==> src/rtl/wb_pkg.sv <==
// Shared Wishbone types and constants for the two-master RAM arbiter.
package wb_pkg;

  localparam int unsigned WB_ADDR_W = 32;
  localparam int unsigned WB_DATA_W = 32;
  localparam int unsigned WB_SEL_W  = 4;
  localparam int unsigned WB_CTI_W  = 3;

  localparam logic [WB_CTI_W-1:0] WB_CTI_CLASSIC = 3'b000;
  localparam logic [WB_CTI_W-1:0] WB_CTI_INCR    = 3'b010;
  localparam logic [WB_CTI_W-1:0] WB_CTI_END     = 3'b111;

  typedef enum logic [1:0] {
    StIdle,
    StOwn0,
    StOwn1
  } arb_state_e;

endpackage

==> src/rtl/wb_arb2_if.sv <==
// One Wishbone pipelined link; master modport drives the request, slave modport the response.
interface wb_arb2_if;
  import wb_pkg::*;

  logic [WB_ADDR_W-1:0] addr;
  logic [WB_DATA_W-1:0] dat_w;
  logic [WB_SEL_W-1:0]  sel;
  logic [WB_CTI_W-1:0]  cti;
  logic                 cyc;
  logic                 stb;
  logic                 we;
  logic [WB_DATA_W-1:0] dat_r;
  logic                 ack;
  logic                 stall;

  modport master (
    output addr, dat_w, sel, cti, cyc, stb, we,
    input  dat_r, ack, stall
  );

  modport slave (
    input  addr, dat_w, sel, cti, cyc, stb, we,
    output dat_r, ack, stall
  );

endinterface

==> src/rtl/wb_arb_pick.sv <==
// Combinational winner selection for wb_arb2.
// WB_ARB_RR_EN selects round-robin; otherwise m1 has fixed priority over m0.
module wb_arb_pick (
  input  logic req0_i,
  input  logic req1_i,
`ifdef WB_ARB_RR_EN
  input  logic last_i,
`endif
  output logic valid_o,
  output logic pick_o
);

  always_comb begin
    valid_o = req0_i | req1_i;
`ifdef WB_ARB_RR_EN
    // On a tie the master not granted last time wins.
    if (req0_i && req1_i) begin
      pick_o = ~last_i;
    end else begin
      pick_o = req1_i;
    end
`else
    pick_o = req1_i;
`endif
  end

endmodule

==> src/rtl/wb_arb2.sv <==
// Two-master to one-slave Wishbone pipelined arbiter with outstanding-access tracking.
// Define WB_ARB_RR_EN for round-robin arbitration (default: fixed priority, m1 over m0).
module wb_arb2
  import wb_pkg::*;
#(
  parameter int unsigned OUTSTANDING_W = 2
) (
  input logic       clk_i,
  input logic       rst_ni,
  wb_arb2_if.slave  m0,
  wb_arb2_if.slave  m1,
  wb_arb2_if.master s
);

  arb_state_e               state_q, state_d;
  logic [OUTSTANDING_W-1:0] cnt_q, cnt_d;
  logic                     full, cnt_nz;
  logic                     pick_valid, pick;
  logic                     accept, ack_fwd;

  assign full    = (cnt_q == {OUTSTANDING_W{1'b1}});
  assign cnt_nz  = (cnt_q != '0);
  assign accept  = s.stb & ~s.stall;
  assign ack_fwd = s.ack & cnt_nz & (state_q != StIdle);

  assign m0.dat_r = s.dat_r;
  assign m1.dat_r = s.dat_r;

`ifdef WB_ARB_RR_EN
  logic last_q;

  always_ff @(posedge clk_i or negedge rst_ni) begin
    if (!rst_ni) begin
      last_q <= 1'b0;
    end else if (state_q == StIdle && pick_valid) begin
      last_q <= pick;
    end
  end
`endif

  wb_arb_pick u_pick (
    .req0_i  (m0.cyc),
    .req1_i  (m1.cyc),
`ifdef WB_ARB_RR_EN
    .last_i  (last_q),
`endif
    .valid_o (pick_valid),
    .pick_o  (pick)
  );

  always_ff @(posedge clk_i or negedge rst_ni) begin
    if (!rst_ni) begin
      state_q <= StIdle;
    end else begin
      state_q <= state_d;
    end
  end

  always_comb begin
    state_d = state_q;
    unique case (state_q)
      StIdle: if (pick_valid) state_d = pick ? StOwn1 : StOwn0;
      StOwn0: if (!m0.cyc) state_d = StIdle;
      StOwn1: if (!m1.cyc) state_d = StIdle;
      default: state_d = StIdle;
    endcase
  end

  // Dropping ownership aborts whatever is in flight; late acks then see a zero count.
  always_comb begin
    cnt_d = cnt_q;
    if (state_q != StIdle && state_d == StIdle) begin
      cnt_d = '0;
    end else if (accept && !ack_fwd) begin
      cnt_d = cnt_q + OUTSTANDING_W'(1);
    end else if (!accept && ack_fwd) begin
      cnt_d = cnt_q - OUTSTANDING_W'(1);
    end
  end

  always_ff @(posedge clk_i or negedge rst_ni) begin
    if (!rst_ni) begin
      cnt_q <= '0;
    end else begin
      cnt_q <= cnt_d;
    end
  end

  always_comb begin
    s.cyc    = 1'b0;
    s.stb    = 1'b0;
    s.we     = 1'b0;
    s.addr   = '0;
    s.dat_w  = '0;
    s.sel    = '0;
    s.cti    = '0;
    m0.stall = 1'b1;
    m0.ack   = 1'b0;
    m1.stall = 1'b1;
    m1.ack   = 1'b0;
    unique case (state_q)
      StOwn0: begin
        s.cyc    = m0.cyc;
        s.stb    = m0.stb & ~full;
        s.we     = m0.we;
        s.addr   = m0.addr;
        s.dat_w  = m0.dat_w;
        s.sel    = m0.sel;
        s.cti    = m0.cti;
        m0.stall = s.stall | full;
        m0.ack   = s.ack & cnt_nz;
      end
      StOwn1: begin
        s.cyc    = m1.cyc;
        s.stb    = m1.stb & ~full;
        s.we     = m1.we;
        s.addr   = m1.addr;
        s.dat_w  = m1.dat_w;
        s.sel    = m1.sel;
        s.cti    = m1.cti;
        m1.stall = s.stall | full;
        m1.ack   = s.ack & cnt_nz;
      end
      default: ;
    endcase
  end

endmodule

==> src/flat_wrapper.sv <==
// flat-port wrapper written by rule: the top's interface ports become plain ports
module wb_arb2_flat import wb_pkg::*;
#(
  parameter int unsigned OUTSTANDING_W = 2
)
  (clk_i, rst_ni, m0_addr, m0_dat_w, m0_sel, m0_cti, m0_cyc, m0_stb, m0_we, m0_dat_r, m0_ack, m0_stall, m1_addr, m1_dat_w, m1_sel, m1_cti, m1_cyc, m1_stb, m1_we, m1_dat_r, m1_ack, m1_stall, s_addr, s_dat_w, s_sel, s_cti, s_cyc, s_stb, s_we, s_dat_r, s_ack, s_stall);
  wb_arb2_if m0_i ();
  wb_arb2_if m1_i ();
  wb_arb2_if s_i ();
  input logic clk_i;
  input logic rst_ni;
  input wire logic [$bits(m0_i.addr)-1:0] m0_addr;
  input wire logic [$bits(m0_i.dat_w)-1:0] m0_dat_w;
  input wire logic [$bits(m0_i.sel)-1:0] m0_sel;
  input wire logic [$bits(m0_i.cti)-1:0] m0_cti;
  input wire logic [$bits(m0_i.cyc)-1:0] m0_cyc;
  input wire logic [$bits(m0_i.stb)-1:0] m0_stb;
  input wire logic [$bits(m0_i.we)-1:0] m0_we;
  output wire logic [$bits(m0_i.dat_r)-1:0] m0_dat_r;
  output wire logic [$bits(m0_i.ack)-1:0] m0_ack;
  output wire logic [$bits(m0_i.stall)-1:0] m0_stall;
  input wire logic [$bits(m1_i.addr)-1:0] m1_addr;
  input wire logic [$bits(m1_i.dat_w)-1:0] m1_dat_w;
  input wire logic [$bits(m1_i.sel)-1:0] m1_sel;
  input wire logic [$bits(m1_i.cti)-1:0] m1_cti;
  input wire logic [$bits(m1_i.cyc)-1:0] m1_cyc;
  input wire logic [$bits(m1_i.stb)-1:0] m1_stb;
  input wire logic [$bits(m1_i.we)-1:0] m1_we;
  output wire logic [$bits(m1_i.dat_r)-1:0] m1_dat_r;
  output wire logic [$bits(m1_i.ack)-1:0] m1_ack;
  output wire logic [$bits(m1_i.stall)-1:0] m1_stall;
  output wire logic [$bits(s_i.addr)-1:0] s_addr;
  output wire logic [$bits(s_i.dat_w)-1:0] s_dat_w;
  output wire logic [$bits(s_i.sel)-1:0] s_sel;
  output wire logic [$bits(s_i.cti)-1:0] s_cti;
  output wire logic [$bits(s_i.cyc)-1:0] s_cyc;
  output wire logic [$bits(s_i.stb)-1:0] s_stb;
  output wire logic [$bits(s_i.we)-1:0] s_we;
  input wire logic [$bits(s_i.dat_r)-1:0] s_dat_r;
  input wire logic [$bits(s_i.ack)-1:0] s_ack;
  input wire logic [$bits(s_i.stall)-1:0] s_stall;
  assign m0_i.addr = m0_addr;
  assign m0_i.dat_w = m0_dat_w;
  assign m0_i.sel = m0_sel;
  assign m0_i.cti = m0_cti;
  assign m0_i.cyc = m0_cyc;
  assign m0_i.stb = m0_stb;
  assign m0_i.we = m0_we;
  assign m0_dat_r = m0_i.dat_r;
  assign m0_ack = m0_i.ack;
  assign m0_stall = m0_i.stall;
  assign m1_i.addr = m1_addr;
  assign m1_i.dat_w = m1_dat_w;
  assign m1_i.sel = m1_sel;
  assign m1_i.cti = m1_cti;
  assign m1_i.cyc = m1_cyc;
  assign m1_i.stb = m1_stb;
  assign m1_i.we = m1_we;
  assign m1_dat_r = m1_i.dat_r;
  assign m1_ack = m1_i.ack;
  assign m1_stall = m1_i.stall;
  assign s_addr = s_i.addr;
  assign s_dat_w = s_i.dat_w;
  assign s_sel = s_i.sel;
  assign s_cti = s_i.cti;
  assign s_cyc = s_i.cyc;
  assign s_stb = s_i.stb;
  assign s_we = s_i.we;
  assign s_i.dat_r = s_dat_r;
  assign s_i.ack = s_ack;
  assign s_i.stall = s_stall;
  wb_arb2 #(.OUTSTANDING_W(OUTSTANDING_W)) u_core (.clk_i(clk_i), .rst_ni(rst_ni), .m0(m0_i), .m1(m1_i), .s(s_i));
endmodule
==> config.mk <==
export PLATFORM = sky130hd
export DESIGN_NAME = wb_arb2_flat
export DESIGN_NICKNAME = d
export VERILOG_FILES = /design/src/rtl/wb_pkg.sv /design/src/rtl/wb_arb2_if.sv /design/src/rtl/wb_arb_pick.sv /design/src/rtl/wb_arb2.sv /design/src/flat_wrapper.sv
export SDC_FILE = /design/constraint.sdc
export NUM_CORES = 1
export LEC_CHECK = 0
export BUFFER_PORTS_ARGS = -buffer_cell sky130_fd_sc_hd__buf_4
export CAP_MARGIN = 20
export CORE_AREA = 2 2 128 130
export DETAILED_ROUTE_END_ITERATION = 10
export DIE_AREA = 0 0 130 132
export PLACE_DENSITY = 0.48
export SETUP_SLACK_MARGIN = 0.02
export SYNTH_ARGS = -nofsm -noshare
export SYNTH_HDL_FRONTEND = slang
export SYNTH_SLANG_ARGS = --single-unit
==> constraint.sdc <==
create_clock -name clk_i -period 2.1 [get_ports clk_i]
set_input_delay 0.315 -clock clk_i [delete_from_list [all_inputs] [get_ports clk_i]]
set_output_delay 0.315 -clock clk_i [all_outputs]
set_load 0.005 [all_outputs]
==> summary.txt <==
Clk pin slew, worst setup/hold paths: 30 ps
Crit end category: flip-flop
Post-synth top area share: 27.74%
Hpwl dp: 7201 um
Final instance area: 3664 um^2
CP max stage cell: dfrtp_1
CTS tree: built
Reg2reg setup slack: 20 ps
Fin util: 23.32%
Residual DRC: 0
Clock buffer depth: 2
P&R area growth vs syn: 85.43%
Worst Skew: 3.035 ps
Clock latency at the later pin of the worst-skew pair: 230 ps
Worst hold path class: in2async
Vias: 2552
Post-synthesis register bit count: 4
CORE AREA: 15710 um^2
Critical R2R Capture: u_core.cnt_q[1]
Setup-failing EPs final: 0
Critical path class: reg2reg
Final hold slack: 423.2 ps
Fmax: 480.4 MHz
Fin nets: 626
Initial antenna violation count: 0
FP Rows: 46
R2R cell count: 9
Cell count after synthesis: 277
Clock H-tree levels: 1
Internal power: 2179 uW
Clock power share: 7.9%
Area contributors post-synth: a22oi_1, buf_4, nor2b_1
Ys Warns: 0
CP Cell Sequence: inv_2 -> ha_4 -> mux2_4 -> and3_4 -> nor2b_1 -> ha_2 -> xor2_2 -> or3_4 -> a22oi_2
Clk root buf: clkbuf_16
Crit share post-route: 99.13%
Comb pwr share: 88.5%
Worst Setup SP: u_core.state_q[0]
RSZ-0062 raised after global routing: true
Sw Ratio: 42.79%
Num CTS Buffers: 3
Crit path DAT: 2230 ps
Mean Syn Cell Area: 7.132 um^2
Final ANT Viol Nets: 0
Clk sink count: 4
Worst path max stage delay: 370 ps
Die ar.: 17160 um^2
Syn Nets: 468
GRT overflow: 0
Library cells used by synthesis: 23
Leakage: 0.001655 uW
Leading area contributor after synthesis: a22oi_1
Boundary pin count: 326
Sequential Power Share: 3.6%
Global-route wire length before repair: 12480 um
Layout cells sized above 1: 58.89%
Reg2reg start: u_core.state_q[0]
Chip width: 130 um
Largest net degree at the start of global routing: 74
All-Layer GR Usage: 9.022%
Final Critical Period: 2082 ps
Routability cong.: 0.7594
Die Height: 132 um
Slew @ Worst Pin: 329.5 ps
Highest-count cells in the layout ignoring fill and taps: buf_4, nor2b_1, a22oi_1
Final Hold Fails: 0
Max-Cap Viols: 0
Setup crit end: u_core.cnt_q[1]
WL final: 9550 um
Port Buf Inserts: 229
Slew headroom: 77.93%
Diode count: 0
WL/cell: 14.71 um
Total chip power: 3808 uW
P_sw: 1629 uW
Run status: completed
Drt pass-1 iters: 4
Leading cell type in the layout, fill and taps excluded: buf_4
Nature of the critical path startpoint: flip-flop
DR vias/cell: 3.932
CP Max Fanout: 2
1st-iter DRT viols: 99
Number of global-route vias before repair: 2461
Synthesized cell area: 1976 um^2
Register area share after synthesis: 5.066%
Fillers: 1729
Post-DP Area: 3487 um^2
PD cells: 1039 nW/um^2
Starting Density: 12.57%
Critical Path RT: 2250 ps
Max-slew violations: 0
Worst-case vdd ir drop: 729.2 uV
[synth_stat cells]
| library cell | n |
|---|---|
| a21oi_1 | 4 |
| a22o_1 | 2 |
| a22oi_1 | 73 |
| a22oi_2 | 1 |
| a31oi_1 | 1 |
| and2_1 | 2 |
| and3_1 | 1 |
| buf_2 | 16 |
| buf_4 | 64 |
| clkbuf_1 | 8 |
| dfrtp_1 | 4 |
| ha_1 | 7 |
| inv_1 | 4 |
| mux2_1 | 1 |
| nand2_1 | 5 |
| nand2b_1 | 1 |
| nand3_1 | 1 |
| nor2b_1 | 75 |
| o211ai_1 | 1 |
| o21a_1 | 1 |
| o21ai_0 | 2 |
| or3_1 | 1 |
| xor2_1 | 2 |
[worst max-delay path: cells and delay by family, from the launching register on]
family / cells / cell delay, ps
compound gates: 1 / 140
xor+xnor: 1 / 150
fa+ha+maj: 2 / 310
buf+inv: 1 / 80
flops: 1 / 370
mux: 1 / 300
simple gates: 3 / 640
[stage by stage]
step / cells / setup WS (ps) / setup TNS (ps)
floorplan: 277 / 30.30 / 0
global placement: 641 / 44.63 / 0
detailed placement: 641 / 8.350 / 0
CTS: 646 / 6.721 / 0
global route: 649 / -47.54 / -84.97
finish: 649 / 18.19 / 0
[worst min-delay path by stage]
stage                              endpoint  slack (ps)
final                       u_core.cnt_q[0]         420
after global routing        u_core.cnt_q[0]         430
after floorplan             u_core.cnt_q[0]          20
after global placement    u_core.state_q[1]         120
after detailed placement  u_core.state_q[0]         120
after CTS                   u_core.cnt_q[0]         420
[sequential cells by signal, indices dropped and copies added (netlist names)]
signal / flops
u_core.cnt_q: 2
u_core.state_q: 2
[power by group through the flow]
stage	Sequential, uW	Clock, uW	Combinational (uW)
after detailed placement	135	0	3190
after global routing	139	316	3660
after floorplan	144	0	1850
after global placement	134	0	3140
final	136	302	3370
after CTS	134	303	3230
[layout make-up]
type / instances / area [um^2] / share of cell area [%]
Inverter: 4 / 15.01 / 0.4098
Timing Repair Buffer: 241 / 1882 / 51.37
Sequential cell: 4 / 100.1 / 2.732
Clock buffer: 3 / 75.07 / 2.049
Tap cell: 216 / 270.3 / 7.377
Multi-Input combinational cell: 181 / 1321 / 36.07
[routing by layer]
layer | global-route usage (%) | up-vias | part of all wire (%)
met5 | 0 | - | 0
met4 | 2.091 | 0 | 1.3
met3 | 2.110 | 26 | 8.3
met2 | 18.96 | 133 | 55
met1 | 8.415 | 1172 | 36
li1 | - | 1221 | -
[timing repair]
| item | 4_1_cts | 5_1_grt |
|---|---|---|
| hold endpoints to repair | 4 | 0 |
| gates resized for setup | 2 | 7 |
| gates cloned | 0 | 1 |
| hold buffers | 1 | 0 |
| buffers inserted | 1 | 2 |
| pin swaps | 1 | 4 |
| setup endpoints to repair | 9 | 18 |
[logic make-up after synthesis]
logic type               synth area share (%)
AO/OA/AOI/OAI                           31.86
XOR/XNOR                               0.8868
buffers and inverters                   30.65
flip-flops                              5.067
AND/OR/NAND/NOR                         26.54
multiplexers                           0.5699
adder cells (fa/ha/maj)                 4.433
(Power assumes the default switching activity.)
